==> config.mk <==
export PLATFORM = sky130hd
export DESIGN_NAME = ibex_ex_fault_ctrl
export DESIGN_NICKNAME = d
export VERILOG_FILES = /design/src/rtl/ibex_ex_fault_ctrl.sv
export SDC_FILE = /design/constraint.sdc
export NUM_CORES = 1
export LEC_CHECK = 0
export ABC_CLOCK_PERIOD_IN_PS = 3400
export CORE_MARGIN = 2
export CORE_UTILIZATION = 35
export CTS_BUF_LIST = sky130_fd_sc_hd__clkbuf_8
export CTS_CLUSTER_SIZE = 12
export DETAILED_ROUTE_END_ITERATION = 6
export PLACE_DENSITY = 0.6
export REMOVE_ABC_BUFFERS = 1
export SETUP_SLACK_MARGIN = 0.1
export SLEW_MARGIN = 20
export SYNTH_ARGS = -nofsm -noshare
export SYNTH_HDL_FRONTEND = slang
export SYNTH_SLANG_ARGS = --single-unit
export TNS_END_PERCENT = 5
==> constraint.sdc <==
create_clock -name clk_i -period 3.4 [get_ports clk_i]
set_input_delay 0.68 -clock clk_i [delete_from_list [all_inputs] [get_ports clk_i]]
set_output_delay 0.68 -clock clk_i [all_outputs]
set_load 0.005 [all_outputs]
==> src/rtl/ibex_ex_fault_ctrl.sv <==
// Retry/escalation controller for an M-of-N monitored EX-stage ALU.
// Gates EX valid towards ID, replays an instruction a bounded number of
// times after a no-majority error, then latches a fatal alert.
//
// state    | meaning
// ---------+--------------------------------------------------------------
// S_IDLE   | normal operation, results pass through
// S_WAIT   | letting the monitor hold window drain before a replay
// S_REPLAY | one-cycle replay request to ID
// S_CHECK  | waiting for the replayed result
// S_FATAL  | retries exhausted; sticky major alert until CSR clear
module ibex_ex_fault_ctrl #(
  parameter int unsigned MaxRetries = 2,
  parameter int unsigned RetryDelay = 1,
  parameter int unsigned CntW       = 8
) (
  input  logic            clk_i,
  input  logic            rst_ni,
  input  logic            ex_valid_i,
  input  logic            min_err_i,
  input  logic            maj_err_i,
  input  logic            clear_i,
  output logic            ex_valid_o,
  output logic            replay_o,
  output logic            busy_o,
  output logic            alert_minor_o,
  output logic            alert_major_o,
  output logic [CntW-1:0] min_err_cnt_o,
  output logic [CntW-1:0] maj_err_cnt_o
);

  typedef enum logic [2:0] {
    S_IDLE,
    S_WAIT,
    S_REPLAY,
    S_CHECK,
    S_FATAL
  } state_e;

  localparam logic [3:0] RetryDelayL = 4'(RetryDelay);
  localparam logic [3:0] MaxRetriesL = 4'(MaxRetries);

  state_e          state_q, state_d;
  logic [3:0]      delay_q, delay_d;
  logic [3:0]      retry_q, retry_d;
  logic [CntW-1:0] min_cnt_q, maj_cnt_q;
  logic            pass_window;
  logic            maj_hit, min_hit;

  // Results (and error flags) are only meaningful while EX is not being replayed.
  assign pass_window = (state_q == S_IDLE) || (state_q == S_CHECK);
  assign maj_hit     = pass_window & ex_valid_i & maj_err_i;
  assign min_hit     = pass_window & ex_valid_i & min_err_i & ~maj_err_i;

  assign ex_valid_o    = pass_window & ex_valid_i & ~maj_err_i;
  assign busy_o        = (state_q != S_IDLE);
  assign alert_major_o = (state_q == S_FATAL);
  // A minor error swallowed by a same-cycle clear is not counted, so no pulse.
  assign alert_minor_o = min_hit & ~clear_i;
  assign min_err_cnt_o = min_cnt_q;
  assign maj_err_cnt_o = maj_cnt_q;

  // State, delay timer and retry counter registers.
  always_ff @(posedge clk_i or negedge rst_ni) begin
    if (!rst_ni) begin
      state_q <= S_IDLE;
      delay_q <= '0;
      retry_q <= '0;
    end else begin
      state_q <= state_d;
      delay_q <= delay_d;
      retry_q <= retry_d;
    end
  end

  // Next-state logic and replay request.
  always_comb begin
    state_d  = state_q;
    delay_d  = delay_q;
    retry_d  = retry_q;
    replay_o = 1'b0;
    unique case (state_q)
      S_IDLE: begin
        if (ex_valid_i && maj_err_i) begin
          state_d = S_WAIT;
          delay_d = RetryDelayL;
        end
      end
      S_WAIT: begin
        if (delay_q <= 4'd1) begin
          state_d = S_REPLAY;
          delay_d = '0;
        end else begin
          delay_d = delay_q - 4'd1;
        end
      end
      S_REPLAY: begin
        replay_o = 1'b1;
        retry_d  = retry_q + 4'd1;
        state_d  = S_CHECK;
      end
      S_CHECK: begin
        if (ex_valid_i) begin
          if (!maj_err_i) begin
            retry_d = '0;
            state_d = S_IDLE;
          end else if (retry_q < MaxRetriesL) begin
            state_d = S_WAIT;
            delay_d = RetryDelayL;
          end else begin
            state_d = S_FATAL;
          end
        end
      end
      S_FATAL: begin
        if (clear_i) begin
          retry_d = '0;
          state_d = S_IDLE;
        end
      end
      default: state_d = S_IDLE;
    endcase
  end

  // Saturating error counters; a CSR clear wins over same-cycle increments.
  always_ff @(posedge clk_i or negedge rst_ni) begin
    if (!rst_ni) begin
      min_cnt_q <= '0;
      maj_cnt_q <= '0;
    end else if (clear_i) begin
      min_cnt_q <= '0;
      maj_cnt_q <= '0;
    end else begin
      if (maj_hit && (maj_cnt_q != {CntW{1'b1}})) maj_cnt_q <= maj_cnt_q + CntW'(1);
      if (min_hit && (min_cnt_q != {CntW{1'b1}})) min_cnt_q <= min_cnt_q + CntW'(1);
    end
  end

endmodule
# ---- Yosys cells after proc, flatten, opt, wreduce, memory -nomap -nowiden
# Index checks and enable logic that the tools add are counted.
# W data, S select, Z words.
dict set report totals {
  reg_bits 27
  output_inout_bits 21
  input_bits 6
}
dict set report op_classes {
  n_reduce_logical 13
  addsub 4
  n_eq_ne 13
  mux 22
  order_cmp 2
  bitwise 8
}
# cell n
set op_table {}
lappend op_table {{$mux W4} 8}
lappend op_table {{$mux W8} 4}
lappend op_table {{$pmux W4 S3} 2}
lappend op_table {{$mux W3} 6}
lappend op_table {{$add A8 B1 Y8 const B} 2}
lappend op_table {{$ne A8 B8 Y1 const B} 2}
lappend op_table {{$pmux W3 S5} 1}
lappend op_table {{$ne A2 B2 Y1 const B} 5}
lappend op_table {{$reduce_bool A3 Y1} 3}
lappend op_table {{$reduce_and A4 Y1} 2}
lappend op_table {{$and A1 B1 Y1} 6}
lappend op_table {{$eq A3 B2 Y1 const B} 2}
lappend op_table {{$reduce_and A5 Y1} 1}
lappend op_table {{$add A4 B1 Y4 const B} 1}
lappend op_table {{$le A4 B1 Y1 const B} 1}
lappend op_table {{$lt A4 B2 Y1 const B} 1}
lappend op_table {{$ne A2 B1 Y1 const B} 2}
lappend op_table {{$reduce_bool A2 Y1} 2}
lappend op_table {{$sub A4 B1 Y4 const B} 1}
lappend op_table {{$eq A3 B1 Y1 const B} 1}
lappend op_table {{$eq A3 B3 Y1 const B} 1}
lappend op_table {{$logic_and A1 B1 Y1} 3}
lappend op_table {{$logic_not A3 Y1} 1}
lappend op_table {{$not A1 Y1} 2}
lappend op_table {{other kinds (2)} 2}

# ---- Longest topological paths before layout
dict set report logic_depth {
  word_depth 8
  ltp_mapped 6
  depth_no_buf 6
}

# ---- Worst setup path after synthesis
# No wires, ideal clock.
dict set report synth_path {
  path_kind {input-to-output}
  from {in maj_err_i}
  to {out alert_minor_o}
  t_arrival_ns 1.342
  required_ns 2.720
  slack_ns 1.378
  path_buffers 2
  stages 5
  path_cell_list {clkbuf_2 -> nor2_1 -> nand4_2 -> buf_6 -> nor2_1}
}
dict set report synth_between {
  elab_chain_len 3
}
# element line
set synth_rtl {}
lappend synth_rtl {{from (decl)} 21} ;# input logic maj_err_i,
lappend synth_rtl {{$not A1 Y1} 53} ;# assign min_hit = pass_window & ex_valid_i & min_err_i & ~maj_err_i;
lappend synth_rtl {{$and A1 B1 Y1} 53}
lappend synth_rtl {{$and A1 B1 Y1} 59} ;# assign alert_minor_o = min_hit & ~clear_i;
lappend synth_rtl {{to (decl)} 26} ;# output logic alert_minor_o,
# Every way passes these cells.

# ---- Worst setup path in the final report
# Same ends and word-level chain as after synthesis.

==> impl_results.md <==
* Clk network pwr share at 0.153
* CTS tree: done
* Post-CTS resize count at 0
* ANT cells at 0
* DRT iter0 DRCs at approximately 60
* Area of the die at 0.00532 mm2
* Required @ worst endpoint at about 2.7 ns
* Dpl hpwl at ~2500 um
* Cell-internal power at 0.764 mW
* Post-synth top cells: dfrtp_1, nor2_1, a21oi_1
* Hold_buf cts at 0
* PortBufs at 26
* RePlAce Congestion at a little over 0.8
* R2R depth at 5
* Main synth FF type: dfrtp_1
* Peak Freq at between 300 and 400 MHz
* Nets@finish at slightly above 200
* Clock tree sinks at 27
* Final WL at 3500 um
* Max-slew violations at 0
* WHS Path Cells at 1
* CP Max Fanout at 8
* Crit path DAT at around 2.2 ns
* Initial antenna violation count at 0
* Worst R2R Start: state_q[0]$_DFFE_PN0P_
* Maxcap violations at 0
* Num rows at 25
* Sequential share of power at 0.415
* Minimum clock period at 2.90 ns
* Critical Path Source Type: primary input
* Count leader, synth: dfrtp_1
* Clock Skew at about 0.0032 ns
* Final setup violation count at 0
* CTS HTree Levels at 1
* Synth area leaders: dfrtp_1, ha_1, a21oi_1
* Switching share of total power at 0.380
* Root Driver: clkbuf_8
* Post-DR wirelength/cell at around 14 um
* Post-synthesis sequential area ratio at 0.406
* Final period utilization at 0.852
* Worst hold path type: reg -> reg
* Setup TNS at 0 ns
* Die Ht at around 73 um
* Share of cells above drive strength 1 at 0.0947
* Hold slack final at between 0.5 and 0.6 ns
* Gr usage total at 0.144
* ANT nets after route at 0
* Cell count after synthesis at 168
* Outcome: finished, final reports clean
* Leakage dissipation at just over 0.8 nW
* Largest area contributor in the netlist: dfrtp_1
* Reg2Reg Capture Point: min_err_cnt_o[3]$_DFFE_PN0P_
* Max rail drop VDD at around 330 uV
* Hold Fails Final Rpt at 0
* Setup Crit Path Kind: in -> out
* Number of synthesized flops with an enable pin at 0
* Post-Syn Area at about 0.0017 mm2
* Clk_lat worst skew at between 0.2 and 0.3 ns
* TritonRoute pass-1 iters at 4
* Post-layout instance area at between 0.0015 and 0.002 mm2
* Hold EP: delay_q[1]$_DFFE_PN0P_
* Remaining global-route overflow at 0
* Total setup buffers inserted after CTS at 0
* Synth unique cells at 54
* Share of the synthesized area in the top cell type at 0.406
* Starting Density at 0.357
* Avg Cell Area, Syn at around 10 um2
* Kind of end point of the critical path: primary output
* Placed cell areas at 0.00194 mm2
* Area of the core at 0.00466 mm2
* Max clock buf depth at 2
* Number of global-route vias before repair at approximately 1300
* Worst Max-Slew Pin Slew at around 0.64 ns
* Wire length of the first global-routing pass at just over 6000 um
* P&R area growth vs syn at 19.8%
* Hold Crit Start: delay_q[1]$_DFFE_PN0P_
* Max_slew headroom at 0.569
* #FFs+latches synth at 27
* Comb pwr share at 0.432
* P_sw at 0.469 mW
* R2r setup slk at about 1.4 ns
* Residual DRC at 0
* Ys async rst share at 1.00
* Die width at around 73 um
* Via count at about 1400
* Num CTS Buffers at 3
* Total chip power at 1.23 mW
* Yosys warns at 0
* Largest net degree at the start of global routing at 28
* I/O pin cnt at 27
* RSZ-0062 raised after global routing: false
* Power Dens Cells at between 600 and 700 mW/mm2
* Vias per inst at roughly 5.6
* Clk pin slew, worst setup/hold paths at 0.10 ns
## flip-flops by register name (all words and copies together) (netlist names)
name           flops
min_err_cnt_o      8
state_q            3
delay_q            4
maj_err_cnt_o      8
retry_q            4
## metrics by stage
step,setup WS [ns],utilization,std cells
after floorplan,1.51,-,157
after global placement,0.518,0.417,240
after detailed placement,0.506,0.417,240
after CTS,0.506,0.428,244
after global routing,0.336,0.428,244
final,0.502,0.428,244
## worst max-delay path by stage
stage,startpoint,endpoint,slack (ns),cells after the start
2_1_floorplan,maj_err_i,alert_minor_o,1.51,3
4_1_cts,maj_err_i,alert_minor_o,0.51,5
3_3_place_gp,maj_err_i,alert_minor_o,0.52,5
6_report,maj_err_i,alert_minor_o,0.50,5
5_1_grt,maj_err_i,alert_minor_o,0.34,5
3_5_place_dp,maj_err_i,alert_minor_o,0.51,5
## critical path, cell delays in order
cell	delay, ns
clkdlybuf4s50_1	0.53
nor2_1	0.25
nand4_2	0.14
nor2_1	0.11
clkdlybuf4s50_1	0.50
## layout make-up
type	instances	area, um2
clock buffers	3	41.3
clock inverters	1	7.51
fillers	445	2670
inverters	6	22.5
multi-input cells	124	896
flip-flops and latches	27	676
well taps	54	67.6
repair buffers	29	283
## per-layer routing
layer	track usage	share of wire	vias to the layer above
met1	0.205	0.50	668
met2	0.225	0.47	20
met4	0.0473	0.0071	0
li1	-	-	679
met3	0.0207	0.026	2
met5	0	0	-
## cell families after synthesis
kind of cell | share of synthesized area
compound gates | 0.179
xor+xnor | 0.0323
fa+ha+maj | 0.0376
buf+inv | 0.0556
flops | 0.406
mux | 0.0413
simple gates | 0.248
## power groups by stage
stage | sequential [mW] | clock, mW | combinational (mW)
floorplan | 0.490 | 0 | 0.394
CTS | 0.511 | 0.198 | 0.537
global placement | 0.511 | 0 | 0.519
detailed placement | 0.518 | 0 | 0.534
finish | 0.511 | 0.188 | 0.532
global route | 0.533 | 0.215 | 0.601
## cell usage in the layout, fill, tap and decap left out, drive strengths merged, types with 3 or more instances in the layout
master         netlist  layout
a21oi               12      12
nor3b                3       3
nand4                6       6
clkdlybuf4s50        0      26
or3                  4       4
buf                  8       3
nor2                13      13
o21ai                5       5
nand3               11      11
inv                  6       6
ha                   5       5
dfrtp               27      27
nor4b                4       4
o31ai                3       3
mux2                 4       4
nand2                3       3
and3                 7       7
clkbuf               3       3
nor3                 5       5
Note: power is estimated with default switching activity, not from simulation.
